[src/rtl/alu_op_seq_pkg.sv]
// Shared constants and types for the ALU operation sequencer: opcodes, ALUOP codes,
// FSM state encoding and the decoded-instruction record.
package alu_op_seq_pkg;

  localparam logic [3:0] OPC_NOP  = 4'd0;
  localparam logic [3:0] OPC_ADD  = 4'd1;
  localparam logic [3:0] OPC_SUB  = 4'd2;
  localparam logic [3:0] OPC_NAND = 4'd3;
  localparam logic [3:0] OPC_SHL  = 4'd4;
  localparam logic [3:0] OPC_SHR  = 4'd5;
  localparam logic [3:0] OPC_BRZ  = 4'd6;
  localparam logic [3:0] OPC_BRN  = 4'd7;

  localparam logic [2:0] ALUOP_NOP  = 3'b000;
  localparam logic [2:0] ALUOP_ADD  = 3'b001;
  localparam logic [2:0] ALUOP_SUB  = 3'b010;
  localparam logic [2:0] ALUOP_NAND = 3'b011;
  localparam logic [2:0] ALUOP_SHL  = 3'b100;
  localparam logic [2:0] ALUOP_SHR  = 3'b101;

  typedef enum logic [1:0] {
    ST_IDLE   = 2'd0,
    ST_DECODE = 2'd1,
    ST_EXEC   = 2'd2,
    ST_WB     = 2'd3
  } state_e;

  typedef struct packed {
    logic [2:0] aluop;
    logic       is_alu;
    logic       is_branch;
    logic       br_neg;     // branch tests flag_n rather than flag_z
    logic       writes_nz;
    logic       writes_z;
    logic       illegal;
  } dec_t;

endpackage

[src/rtl/alu_op_decode.sv]
// Combinational opcode decoder: opcode -> ALU code, class bits, flag-write policy, illegal.
module alu_op_decode
  import alu_op_seq_pkg::*;
#(
  parameter int OPC_W = 4
) (
  input  logic [OPC_W-1:0] opc,
  output dec_t             dec
);

  always_comb begin
    dec = '0;
    case (opc)
      OPC_NOP: ;
      OPC_ADD:  begin dec.aluop = ALUOP_ADD;  dec.is_alu = 1'b1; dec.writes_nz = 1'b1; end
      OPC_SUB:  begin dec.aluop = ALUOP_SUB;  dec.is_alu = 1'b1; dec.writes_nz = 1'b1; end
      OPC_NAND: begin dec.aluop = ALUOP_NAND; dec.is_alu = 1'b1; dec.writes_nz = 1'b1; end
      // shifts report the shifted-out bit on ZERO; NEG is meaningless
      OPC_SHL:  begin dec.aluop = ALUOP_SHL;  dec.is_alu = 1'b1; dec.writes_z  = 1'b1; end
      OPC_SHR:  begin dec.aluop = ALUOP_SHR;  dec.is_alu = 1'b1; dec.writes_z  = 1'b1; end
      OPC_BRZ:  dec.is_branch = 1'b1;
      OPC_BRN:  begin dec.is_branch = 1'b1; dec.br_neg = 1'b1; end
      default:  dec.illegal = 1'b1;
    endcase
  end

endmodule

[src/rtl/alu_op_sequencer.sv]
// Four-state issue/control unit driving the ALU operation interface and register file.
// Optional perf counters (retired_cnt, illegal_cnt) enabled by ALU_OP_SEQ_PERF_EN.
module alu_op_sequencer
  import alu_op_seq_pkg::*;
#(
  parameter int REG_AW = 4,
  parameter int OPC_W  = 4
) (
  input  logic              clk,
  input  logic              rst_n,
  input  logic              instr_valid,
  output logic              instr_ready,
  input  logic [15:0]       instr,
  output logic [2:0]        ALUOP,
  output logic [REG_AW-1:0] rd_addr1,
  output logic [REG_AW-1:0] rd_addr2,
  input  logic              ZERO,
  input  logic              NEG,
  output logic              wr_en,
  output logic [REG_AW-1:0] wr_addr,
  output logic              flag_z,
  output logic              flag_n,
  output logic              branch_taken,
  output logic [3:0]        branch_off,
  output logic              illegal_op
`ifdef ALU_OP_SEQ_PERF_EN
  ,
  output logic [15:0]       retired_cnt,
  output logic [7:0]        illegal_cnt
`endif
);

  state_e      state, state_nxt;
  logic [15:0] instr_q;
  dec_t        dec;
  logic        accept;

  assign accept = instr_valid & instr_ready;

  alu_op_decode #(.OPC_W(OPC_W)) u_dec (
    .opc (instr_q[15 -: OPC_W]),
    .dec (dec)
  );

  // read addresses come straight off the instruction latch, so they are flop outputs
  assign rd_addr1 = instr_q[4 +: REG_AW];
  assign rd_addr2 = instr_q[0 +: REG_AW];

  always_ff @(posedge clk or negedge rst_n) begin
    if (!rst_n) state <= ST_IDLE;
    else        state <= state_nxt;
  end

  always_comb begin
    state_nxt = state;
    case (state)
      ST_IDLE:   if (accept) state_nxt = ST_DECODE;
      ST_DECODE: state_nxt = dec.illegal ? ST_IDLE : ST_EXEC;
      ST_EXEC:   state_nxt = ST_WB;
      ST_WB:     state_nxt = ST_IDLE;
      default:   state_nxt = ST_IDLE;
    endcase
  end

  always_ff @(posedge clk or negedge rst_n) begin
    if (!rst_n) begin
      instr_q      <= '0;
      instr_ready  <= 1'b1;
      ALUOP        <= ALUOP_NOP;
      wr_en        <= 1'b0;
      wr_addr      <= '0;
      flag_z       <= 1'b0;
      flag_n       <= 1'b0;
      branch_taken <= 1'b0;
      branch_off   <= '0;
      illegal_op   <= 1'b0;
    end else begin
      instr_ready  <= (state_nxt == ST_IDLE);
      // ALUOP is non-zero only during EXEC so every op produces a fresh transition
      ALUOP        <= (state_nxt == ST_EXEC) ? dec.aluop : ALUOP_NOP;
      wr_en        <= 1'b0;
      branch_taken <= 1'b0;
      illegal_op   <= 1'b0;
      if (accept) instr_q <= instr;
      if (state == ST_DECODE && dec.illegal) illegal_op <= 1'b1;
      if (state == ST_EXEC) begin
        if (dec.writes_nz) begin
          flag_z <= ZERO;
          flag_n <= NEG;
        end else if (dec.writes_z) begin
          flag_z <= ZERO;
        end
        if (dec.is_alu) begin
          wr_en   <= 1'b1;
          wr_addr <= instr_q[8 +: REG_AW];
        end
        // branches never write flags, so the current flags are the ones under test
        if (dec.is_branch) begin
          branch_taken <= dec.br_neg ? flag_n : flag_z;
          branch_off   <= instr_q[3:0];
        end
      end
    end
  end

`ifdef ALU_OP_SEQ_PERF_EN
  always_ff @(posedge clk or negedge rst_n) begin
    if (!rst_n) begin
      retired_cnt <= '0;
      illegal_cnt <= '0;
    end else begin
      if (state == ST_WB) retired_cnt <= retired_cnt + 16'd1;
      if (state == ST_DECODE && dec.illegal) illegal_cnt <= illegal_cnt + 8'd1;
    end
  end
`endif

endmodule

[config.mk]
export PLATFORM = sky130hd
export DESIGN_NAME = alu_op_sequencer
export DESIGN_NICKNAME = d
export VERILOG_FILES = /design/src/rtl/alu_op_seq_pkg.sv /design/src/rtl/alu_op_decode.sv /design/src/rtl/alu_op_sequencer.sv
export SDC_FILE = /design/constraint.sdc
export NUM_CORES = 1
export LEC_CHECK = 0
export BUFFER_PORTS_ARGS = -buffer_cell sky130_fd_sc_hd__buf_2
export CAP_MARGIN = 20
export CORE_MARGIN = 3
export CORE_UTILIZATION = 50
export DETAILED_ROUTE_END_ITERATION = 6
export PLACE_DENSITY = 0.78
export SLEW_MARGIN = 5
export SYNTH_ARGS = -nofsm -noshare
export SYNTH_HDL_FRONTEND = slang
export SYNTH_HIERARCHICAL = 1
export SYNTH_SLANG_ARGS = --single-unit
[constraint.sdc]
create_clock -name clk -period 3.7 [get_ports clk]
set_input_delay 0.37 -clock clk [delete_from_list [all_inputs] [get_ports clk]]
set_output_delay 0.37 -clock clk [all_outputs]
set_load 0.03 [all_outputs]
==> results.md, run 1 <==
| Step | Parameter | This run |
| --- | --- | --- |
| die | Die extent in x | 60.4 µm |
| cts | TritonCTS buffer count | 5 |
| route | Routed wire length per instance | 14.4 µm |
| cts | Root Driver | sky130_fd_sc_hd__clkbuf_4 |
| final layout | Finished Cell Area | 1760 µm² |
| synthesis | Number of nets produced by synthesis | 121 |
| final layout | Area taken by flip-flops and latches | 877 µm² |
| worst setup path | Buf+Inv Stages, Crit Path | 1 |
| route | Residual DRC | 0 |
| worst setup path | Worst Setup Start Kind | flop |
| timing | Final hold violations | 0 |
| grt | Total congestion overflow | 0 |
| cts | Clock latency reported for the late side of the worst-skew pair | 0.34 ns |
| worst setup path | Delay of the slowest cell on the worst path | 0.56 ns |
| synthesis | Number of cells produced by synthesis | 100 |
| worst setup path | Worst setup EP type | primary output |
| timing | Slew at the pin with the worst max-slew slack | 0.731 ns |
| worst setup path | Worst Path Arrival | 1.08 ns |
| final layout | Leading cell type in the layout, fill and taps excluded | sky130_fd_sc_hd__buf_2 |
| placement | Post-DP HPWL | 1890 µm |
| worst hold path | HP Class | input port to asynchronous set/reset pin |
| final layout | Most used cells in the layout excluding fill and tap cells | sky130_fd_sc_hd__buf_2 (45), sky130_fd_sc_hd__dfrtp_1 (34), sky130_fd_sc_hd__mux2_2 (16) |
| route | Via-to-Cell Ratio | 5.18 |
| die | Placeable Area | 2780 µm² |
| final layout | Layout cell share with drive strength beyond 1 | 61.5% |
| cts | H-tree Lvls | 2 |
| worst setup path | Highest net fanout along the worst path | 3 |
| cts | Clock tree from TritonCTS | done |
| worst setup path | Delay-heaviest family, CP | flip-flops |
| die | Die Y | 60.4 µm |
| synthesis | Synthesized area per cell | 14.8 µm² |
| worst setup path | Classification of the worst setup path | flop to primary output |
| die | Initial Util | 53.2% |
| die | Std cell rows | 19 |
| cts | Clock transition at the registers of the reported paths | 0.11 ns |
| route | First drt pass iteration count | 4 |
| final layout | Syn-to-layout area delta | 18.9% |
| timing | Normalized max-slew margin | 51.3% |
| timing | Count of final setup violators | 0 |
| die | # IOs | 46 |
| worst setup path | CP Data Required Time | 3.33 ns |
| synthesis | Synth cell types | 23 |
| pwr | Leakage power summed over all cells | 0.000920 µW |
| job | Number of violations of the max-capacitance limit | 0 |
| worst setup path | Slowest CP cell | sky130_fd_sc_hd__dfstp_2 |
| cts | Resized cells post-CTS | 0 |
| synthesis | Register bit total from synthesis | 35 |
| worst setup path | Cells along the critical path | buf_2 |
| grt | GRT Resource Usage Total | 15.6% |
| placement | Final GP Congestion | 0.741 |
| route | Number of vias in the routed layout | 901 |
| grt | Number of global-route vias before repair | 888 |
| final layout | Multi-input gate area in the final layout | 527 µm² |
| timing | RSZ-0062 raised after global routing | no |
| timing | Final critical-path required period | 1.45 ns |
| timing | Worst Skew | 0.00594 ns |
| placement | Standard cell area after detailed placement | 1670 µm² |
| placement | IO Port Bufs | 45 |
| final layout | ANT cells | 0 |
| synthesis | Synth Cell Area | 1480 µm² |
| route | Detailed-route wire length | 2500 µm |
| timing | Period utilization | 39.3% |
| route | Remaining number of nets flagged by the antenna check after routing | 0 |
| grt | Number of antenna violations at the first check in global routing | 0 |
| timing | Total Negative Setup Slacks | 0 ns |
| synthesis | Portion of the post-synthesis area used by sequential elements | 59.3% |
| grt | Maximum number of pins on one net before global-route repair | 36 |
| outcome | Outcome | completed |
| grt | First-pass GRT wire length | 3970 µm |
| final layout | Filler Cells Inserted | 220 |
| final layout | NumNets Final | 163 |
| synthesis | Number of warnings issued by yosys | 6 |
| pwr | Power density over the cells | 969 nW/µm² |
| cts | Worst-case clock buffer depth | 2 |
| cts | Total clock sinks | 35 |
| cts | Number of buffers inserted to repair setup after CTS | 0 |
| timing | Maximum achievable frequency | 688 MHz |
| timing | Max-slew violation total from the final report | 0 |
| route | First-iteration detailed-routing DRC count | 12 |
| cts | Hold buffer count at CTS | 0 |
| pwr | Largest vdd supply drop | 0.695 mV |
| die | Floorplan die area | 3650 µm² |
-- kinds of logic after synthesis --
kind of cell | synth area share (%)
DFF | 59.3
muxes | 23.0
and+or+nand+nor | 10.5
buffers and inverters | 5.08
AOI/OAI and AO/OA | 2.12
-- cell type report --
class,instances,area share [%]
inverters,1,0.214
well taps,31,2.21
clock inverters,2,1.99
multi-input cells,54,30.0
repair buffers,45,12.8
flip-flops and latches,35,49.9
clock buffers,6,2.92
-- synthesized netlist by cell type --
| master | count | area [µm²] |
|---|---|---|
| sky130_fd_sc_hd__mux2_4 | 10 | 150 |
| sky130_fd_sc_hd__nor3_1 | 1 | 5.00 |
| sky130_fd_sc_hd__and3b_2 | 1 | 10.0 |
| sky130_fd_sc_hd__and4b_1 | 1 | 10.0 |
| sky130_fd_sc_hd__dfrtp_1 | 34 | 851 |
| sky130_fd_sc_hd__nand2_1 | 2 | 7.51 |
| sky130_fd_sc_hd__nor2b_4 | 1 | 13.8 |
| sky130_fd_sc_hd__clkbuf_1 | 1 | 3.75 |
| sky130_fd_sc_hd__a21oi_2 | 1 | 8.76 |
| sky130_fd_sc_hd__buf_4 | 9 | 67.6 |
| sky130_fd_sc_hd__nand2_2 | 1 | 6.26 |
| sky130_fd_sc_hd__nor3b_1 | 4 | 30.0 |
| sky130_fd_sc_hd__nand2_4 | 2 | 22.5 |
| sky130_fd_sc_hd__o21ai_2 | 1 | 8.76 |
| sky130_fd_sc_hd__inv_1 | 1 | 3.75 |
| sky130_fd_sc_hd__o31a_1 | 1 | 8.76 |
| sky130_fd_sc_hd__dfstp_2 | 1 | 26.3 |
| sky130_fd_sc_hd__or2_2 | 1 | 6.26 |
| sky130_fd_sc_hd__nor2_1 | 5 | 18.8 |
| sky130_fd_sc_hd__and2_1 | 4 | 25.0 |
| sky130_fd_sc_hd__mux2i_1 | 1 | 10.0 |
| sky130_fd_sc_hd__a21oi_1 | 1 | 5.00 |
| sky130_fd_sc_hd__mux2_2 | 16 | 180 |
-- per-stage QoR --
stage	std cells	utilization (%)	setup WS (ns)	power, µW	hold slack [ns]
detailed placement	166	60.1	2.30	1440	0.474
global route	174	63.2	2.21	1800	0.127
CTS	174	63.2	2.24	1720	0.109
global placement	166	60.1	2.39	1390	0.467
finish	174	63.2	2.25	1700	0.0828
floorplan	100	-	2.38	1300	0.0744
-- state kept, by name (all words and copies together), names as in the netlist --
signal / flops
illegal_op: 1
instr_q: 16
wr_addr: 4
state: 2
flag_n: 1
branch_off: 4
flag_z: 1
ALUOP: 3
instr_ready: 1
branch_taken: 1
wr_en: 1
-- per-layer routing --
layer / GRT usage, % / vias to the layer above / part of all wire [%]
met5: 0 / - / 0
met2: 24.7 / 35 / 49
met1: 18.6 / 442 / 41
met3: 4.89 / 6 / 7.6
met4: 9.49 / 0 / 2.4
li1: - / 418 / -
-- final timing paths --
check	cells after the start	start	slack, ns	endpoint
max in group asynchronous	1	rst_n	3.16	state[1]$_DFF_PN0_
worst min-delay path	1	rst_n	0.08	wr_addr[1]$_DFFE_PN0P_
worst max-delay path	1	instr_ready$_DFF_PN1_	2.25	instr_ready
worst max register to register	4	instr_q[15]$_DFFE_PN0P_	2.29	wr_addr[3]$_DFFE_PN0P_
worst min register to register	1	instr_q[8]$_DFFE_PN0P_	0.51	wr_addr[0]$_DFFE_PN0P_
min in group clk	2	instr[5]	0.25	instr_q[5]$_DFFE_PN0P_
-- where the power goes --
part	switching (µW)	leakage, µW	internal, µW	total, µW
combinational	411	0.000445	314	725
sequential	138	0.000426	555	693
clock	126	0.0000482	160	286
total	675	0.000920	1030	1700
No activity file was read; power rests on OpenSTA's default activity.
==> run 2, diff against run 1 <==
==> constraint.sdc (replaced) <==
create_clock -name clk -period 1.4 [get_ports clk]
set_input_delay 0.14 -clock clk [delete_from_list [all_inputs] [get_ports clk]]
set_output_delay 0.14 -clock clk [all_outputs]
set_load 0.03 [all_outputs]
==> results.md, run 2 (synthesized netlist as in run 1, its figures left out) <==
| Step | Parameter | This run |
| --- | --- | --- |
| outcome | Outcome | completed |
| grt | Number of global-route vias before repair | 904 |
| timing | Max-slew violation total from the final report | 0 |
| cts | H-tree Lvls | 2 |
| placement | Post-DP HPWL | 1930 µm |
| cts | Clock transition at the registers of the reported paths | 0.10 ns |
| route | Routed wire length per instance | 15.0 µm |
| final layout | ANT cells | 0 |
| route | Number of vias in the routed layout | 909 |
| route | First drt pass iteration count | 4 |
| route | Detailed-route wire length | 2680 µm |
| timing | Slew at the pin with the worst max-slew slack | 0.409 ns |
| pwr | Power density over the cells | 2440 nW/µm² |
| pwr | Switching power summed over all nets | 1800 µW |
| worst setup path | Worst setup EP type | flop |
| pwr | Internal power | 2550 µW |
| worst setup path | Classification of the worst setup path | flop to flop |
| worst hold path | HP Class | input port to flop |
| grt | First-pass GRT wire length | 4240 µm |
| die | Initial Util | 53.2% |
| die | # IOs | 46 |
| route | First-iteration detailed-routing DRC count | 19 |
| timing | Normalized max-slew margin | 72.7% |
| timing | Period utilization | 95.8% |
| grt | Met1 capacity usage during global routing | 18.6% |
| final layout | Syn-to-layout area delta | 20.3% |
| route | Via-to-Cell Ratio | 5.11 |
| die | Die Y | 60.4 µm |
| pwr | Leakage power summed over all cells | 0.000925 µW |
| cts | Clock tree from TritonCTS | done |
| timing | Total Negative Setup Slacks | 0 ns |
| cts | Root Driver | sky130_fd_sc_hd__clkbuf_4 |
| timing | Final critical-path required period | 1.34 ns |
| grt | GRT Resource Usage Total | 17.0% |
| timing | Final critical-path setup slack | 0.0591 ns |
| cts | Total clock sinks | 35 |
| final layout | Layout cell share with drive strength beyond 1 | 63.3% |
| grt | Layer carrying the most global-route usage | met2 |
| final layout | Biggest regs | instr_q: 16 flops, branch_off: 4 flops, wr_addr: 4 flops |
| route | Remaining number of nets flagged by the antenna check after routing | 0 |
| pwr | Fraction of power consumed by combinational cells | 45.9% |
| worst setup path | Worst Setup Start Kind | flop |
| timing | Maximum achievable frequency | 746 MHz |
| grt | Met2 global-route usage | 27.6% |
| final layout | Leading cell type in the layout, fill and taps excluded | sky130_fd_sc_hd__buf_2 |
| die | Placeable Area | 2780 µm² |
| cts | Worst-case clock buffer depth | 2 |
| timing | Worst Skew | 0.00676 ns |
| worst setup path | Highest net fanout along the worst path | 7 |
| die | Floorplan die area | 3650 µm² |
| final layout | Most used cells in the layout excluding fill and tap cells | sky130_fd_sc_hd__buf_2 (45), sky130_fd_sc_hd__dfrtp_1 (32), sky130_fd_sc_hd__mux2_2 (16) |
| placement | Pre-CTS setup slack | 0.0584 ns |
| grt | Met3 Use GR | 7.23% |
| die | Die extent in x | 60.4 µm |
| job | Number of violations of the max-capacitance limit | 0 |
| cts | TritonCTS buffer count | 5 |
| final layout | Final cell utilization of the core | 64.0% |
| final layout | NumNets Final | 167 |
| grt | Number of antenna violations at the first check in global routing | 0 |
| cts | Clock latency reported for the late side of the worst-skew pair | 0.34 ns |
| placement | IO Port Bufs | 45 |
| worst setup path | CP Data Required Time | 1.63 ns |
| route | Residual DRC | 0 |
| final layout | Number of flip-flops under the largest register name | 16 |
| grt | Total congestion overflow | 0 |
| pwr | Clock Power Share | 12.0% |
| timing | Count of final setup violators | 0 |
| pwr | Largest vdd supply drop | 1.80 mV |
| final layout | Largest register by flop count | instr_q |
| worst setup path | Worst Path Arrival | 1.58 ns |
| grt | Maximum number of pins on one net before global-route repair | 21 |
| pwr | Relative contribution of sequential cells to total power | 42.1% |
| pwr | Share of total power consumed by net switching | 41.4% |
| timing | Final hold violations | 0 |
| placement | Final GP Congestion | 0.751 |
| die | Std cell rows | 19 |
[run 2: final cells by class]
type	instances	area [µm²]
multi-input combinational	54	537
inverter	1	3.75
sequential	35	880
clock buffer	7	45.0
fill	226	1000
timing repair buffer	49	270
tap	31	38.8
clock inverter	1	5.00
[run 2: worst paths after layout]
kind / start / endpoint / slack [ns] / cells after the start
min in group asynchronous: rst_n / branch_taken$_DFF_PN0_ / 0.26 / 2
max in group asynchronous: rst_n / instr_ready$_DFF_PN1_ / 0.62 / 3
worst min register to register: instr_q[7]$_DFFE_PN0P_ / instr_q[7]$_DFFE_PN0P_ / 0.51 / 1
worst max register to register: instr_q[15]$_DFFE_PN0P_ / wr_addr[1]$_DFFE_PN0P_ / 0.06 / 4
worst min-delay path: instr[8] / instr_q[8]$_DFFE_PN0P_ / 0.02 / 2
worst max-delay path: instr_q[15]$_DFFE_PN0P_ / wr_addr[1]$_DFFE_PN0P_ / 0.06 / 4
[run 2: routing by layer]
metal | vias to the layer above | routed length [µm]
li1 | 425 | -
met1 | 442 | 1020
met2 | 37 | 1360
met3 | 5 | 240
met4 | 0 | 59
met5 | - | 0
[run 2: timing repair]
item / in CTS / in global routing
endpoints found under the hold margin: 15 / 0
setup buffers: 0 / 1
resized for setup: 0 / 4
endpoints found under the setup margin: 0 / 6
hold buffers: 1 / 0
[run 2: worst max-delay path, cell delays in order (launching register included)]
cell and delay (ns):
sky130_fd_sc_hd__dfrtp_1 0.48, sky130_fd_sc_hd__a21oi_2 0.16, sky130_fd_sc_hd__o31a_1 0.20, sky130_fd_sc_hd__nand2_4 0.09, sky130_fd_sc_hd__mux2_4 0.30
[run 2: through the flow]
step / total power (µW) / area, µm² / hold WS, ns / std cells
final: 4350 / 1780 / 0.0235 / 178
after global routing: 4620 / 1780 / 0.0146 / 178
after CTS: 4340 / 1760 / 0.0110 / 177
after detailed placement: 3810 / 1700 / 0.0881 / 168
after global placement: 3720 / 1700 / 0.0796 / 168
after floorplan: 3420 / 1480 / -0.156 / 100
[run 2: power by group through the flow]
stage,clock network (µW),logic (µW),registers [µW]
2_1_floorplan,0,1280,2140
3_3_place_gp,0,1920,1800
3_5_place_dp,0,1970,1840
4_1_cts,539,1980,1820
5_1_grt,578,2140,1910
6_report,520,2000,1830
==> run 3, diff against run 2 <==
--- a/config.mk
+++ b/config.mk
@@ -5,12 +5,11 @@
 export SDC_FILE = /design/constraint.sdc
 export NUM_CORES = 1
 export LEC_CHECK = 0
-export BUFFER_PORTS_ARGS = -buffer_cell sky130_fd_sc_hd__buf_2
 export CAP_MARGIN = 20
 export CORE_MARGIN = 3
 export CORE_UTILIZATION = 50
 export DETAILED_ROUTE_END_ITERATION = 6
-export PLACE_DENSITY = 0.78
+export DONT_BUFFER_PORTS = 1
 export SLEW_MARGIN = 5
 export SYNTH_ARGS = -nofsm -noshare
 export SYNTH_HDL_FRONTEND = slang
==> results.md, run 3 (synthesized netlist as in run 1, its figures left out) <==
| Step | Parameter | This run |
| --- | --- | --- |
| worst setup path | Highest net fanout along the worst path | 9 |
| route | Via-to-Cell Ratio | 5.32 |
| final layout | Leading cell type in the layout, fill and taps excluded | sky130_fd_sc_hd__dfrtp_1 |
| route | Routed wire length per instance | 16.5 µm |
| worst hold path | HP Class | input port to asynchronous set/reset pin |
| pwr | Switching power summed over all nets | 1720 µW |
| worst setup path | Slowest CP cell | sky130_fd_sc_hd__dfrtp_2 |
| final layout | Largest register by flop count | instr_q |
| cts | Total clock sinks | 35 |
| timing | Slew at the pin with the worst max-slew slack | 0.403 ns |
| pwr | Fraction of power consumed by combinational cells | 24.8% |
| final layout | Most used cells in the layout excluding fill and tap cells | sky130_fd_sc_hd__dfrtp_1 (32), sky130_fd_sc_hd__dlygate4sd3_1 (20), sky130_fd_sc_hd__mux2_2 (16) |
| route | Number of vias in the routed layout | 808 |
| outcome | Outcome | completed |
| route | First drt pass iteration count | 3 |
| die | Die Y | 60.4 µm |
| cts | Root Driver | sky130_fd_sc_hd__clkbuf_4 |
| placement | Post-DP HPWL | 1580 µm |
| pwr | Power density over the cells | 2470 nW/µm² |
| worst setup path | Worst Path Arrival | 1.58 ns |
| worst setup path | Internal reg-to-reg setup slack | 0.05 ns |
| worst setup path | CP Data Required Time | 1.63 ns |
| final layout | Syn-to-layout area delta | 21.4% |
| die | # IOs | 46 |
| worst setup path | Delay of the slowest cell on the worst path | 0.48 ns |
| pwr | Leakage power summed over all cells | 0.000838 µW |
| grt | Maximum number of pins on one net before global-route repair | 36 |
| pwr | Internal power | 2720 µW |
| pwr | Relative contribution of sequential cells to total power | 55.3% |
| route | Detailed-route wire length | 2510 µm |
| worst setup path | Cells along the critical path | a21oi_2, o31a_1, nand2_4, mux2_4 |
| cts | Clock transition at the registers of the reported paths | 0.11 ns |
| grt | Total congestion overflow | 0 |
| placement | IO Port Bufs | 0 |
| timing | RSZ-0062 raised after global routing | no |
| worst setup path | Launching instance or port of the critical path | instr_q[14]$_DFFE_PN0P_ |
| cts | Number of buffers inserted to repair setup after CTS | 0 |
| die | Initial Util | 53.2% |
| grt | Number of antenna violations at the first check in global routing | 0 |
| timing | Max-slew violation total from the final report | 0 |
| timing | Maximum achievable frequency | 741 MHz |
| placement | Cell count after placement | 123 |
| cts | H-tree Lvls | 2 |
| timing | Total Negative Setup Slacks | 0 ns |
| worst setup path | Worst setup EP type | flop |
| final layout | Number of flip-flops under the largest register name | 16 |
| die | Std cell rows | 19 |
| final layout | Layout cell share with drive strength beyond 1 | 40.5% |
| job | Number of violations of the max-capacitance limit | 0 |
| worst setup path | Worst flop-to-flop path endpoint | wr_addr[2]$_DFFE_PN0P_ |
| timing | Normalized max-slew margin | 73.0% |
| grt | GRT Resource Usage Total | 15.0% |
| placement | Final GP Congestion | 0.690 |
| timing | Count of final setup violators | 0 |
| route | Residual DRC | 0 |
| final layout | Biggest regs | instr_q: 16 flops, branch_off: 4 flops, wr_addr: 4 flops |
| grt | First-pass GRT wire length | 3820 µm |
| final layout | ANT cells | 0 |
| die | Die extent in x | 60.4 µm |
| final layout | NumNets Final | 141 |
| pwr | Clock Power Share | 19.9% |
| timing | Final hold violations | 0 |
| cts | Worst-case clock buffer depth | 2 |
| die | Floorplan die area | 3650 µm² |
| final layout | Area taken by flip-flops and latches | 880 µm² |
| timing | Worst Skew | 0.0114 ns |
| grt | Number of global-route vias before repair | 861 |
| worst setup path | Worst Setup Start Kind | flop |
| worst setup path | Start of the worst register-to-register path | instr_q[14]$_DFFE_PN0P_ |
| cts | Clock tree from TritonCTS | done |
| pwr | Largest vdd supply drop | 1.60 mV |
| final layout | Multi-input gate area in the final layout | 537 µm² |
| die | Placeable Area | 2780 µm² |
| worst setup path | Cells on worst reg2reg path | 4 |
| route | Remaining number of nets flagged by the antenna check after routing | 0 |
| final layout | Filler Cells Inserted | 212 |
| final layout | Fin cells | 152 |
| route | First-iteration detailed-routing DRC count | 3 |
| cts | Clock latency reported for the late side of the worst-skew pair | 0.33 ns |
| timing | Period utilization | 96.3% |
| cts | TritonCTS buffer count | 5 |
| timing | Final critical-path required period | 1.35 ns |
| pwr | Share of total power consumed by net switching | 38.8% |
| worst setup path | Classification of the worst setup path | flop to flop |
## run 3: cell types whose count changed in the layout (fill, tap and decap cells not counted), sizes merged
cell,before,now
dlygate4sd3,1,20
buf,48,3
bufinv,0,2
clkbuf,7,6
clkinv,1,0
## run 3: cell type report
| type | count | share of cell area [%] |
|---|---|---|
| multi-input cells | 54 | 29.9 |
| well taps | 31 | 2.16 |
| clock buffers | 6 | 2.30 |
| inverters | 1 | 0.209 |
| clock inverters | 2 | 3.34 |
| flip-flops and latches | 35 | 49.0 |
| repair buffers | 23 | 13.1 |
## run 3: power by group through the flow
stage	Combinational, µW	Sequential (µW)	Clock [µW]
floorplan	1280	2140	0
global placement	1000	2440	0
detailed placement	1030	2460	0
CTS	1110	2440	907
global route	1210	2540	949
finish	1100	2450	880
## run 3: stage by stage
stage                     total power (µW)  instance area, µm²  hold WS (ns)  utilization [%]  setup slack (ns)
after floorplan                       3420                1480        -0.156                -            0.0774
after global placement                3440                1460        -0.155             52.5            0.0661
after detailed placement              3500                1460        -0.155             52.5            0.0510
after CTS                             4450                1780         0.243             64.1            0.0313
after global routing                  4700                1800         0.250             64.6           0.00443
final                                 4430                1800         0.245             64.6            0.0512
## run 3: how the worst max path moves through the flow
| stage | slack [ns] | end |
|---|---|---|
| global placement | 0.07 | wr_addr[2]$_DFFE_PN0P_ |
| CTS | 0.03 | wr_addr[2]$_DFFE_PN0P_ |
| floorplan | 0.08 | instr_q[0]$_DFFE_PN0P_ |
| detailed placement | 0.05 | flag_n$_DFFE_PN0P_ |
| finish | 0.05 | wr_addr[2]$_DFFE_PN0P_ |
| global route | 0.004 | wr_addr[1]$_DFFE_PN0P_ |
## run 3: what timing repair did
action,in CTS,in global routing
resized for setup,0,4
hold endpoints to repair,54,0
endpoints found under the setup margin,0,13
hold buffers,21,0
## run 3: worst max-delay path, delay by kind of cell (launching register included)
| family | cells | cell delay, ns |
|---|---|---|
| DFF | 1 | 0.48 |
| muxes | 1 | 0.30 |
| AOI/OAI and AO/OA | 2 | 0.36 |
| and+or+nand+nor | 1 | 0.10 |
## run 3: layer usage
metal  track usage, %  vias to the layer above  wire length [µm]
met1             16.3                      391               976
li1                 -                      376                 -
met4             7.59                        0                38
met5                0                        -                 0
met3             5.96                        4               226
met2             25.3                       37              1270
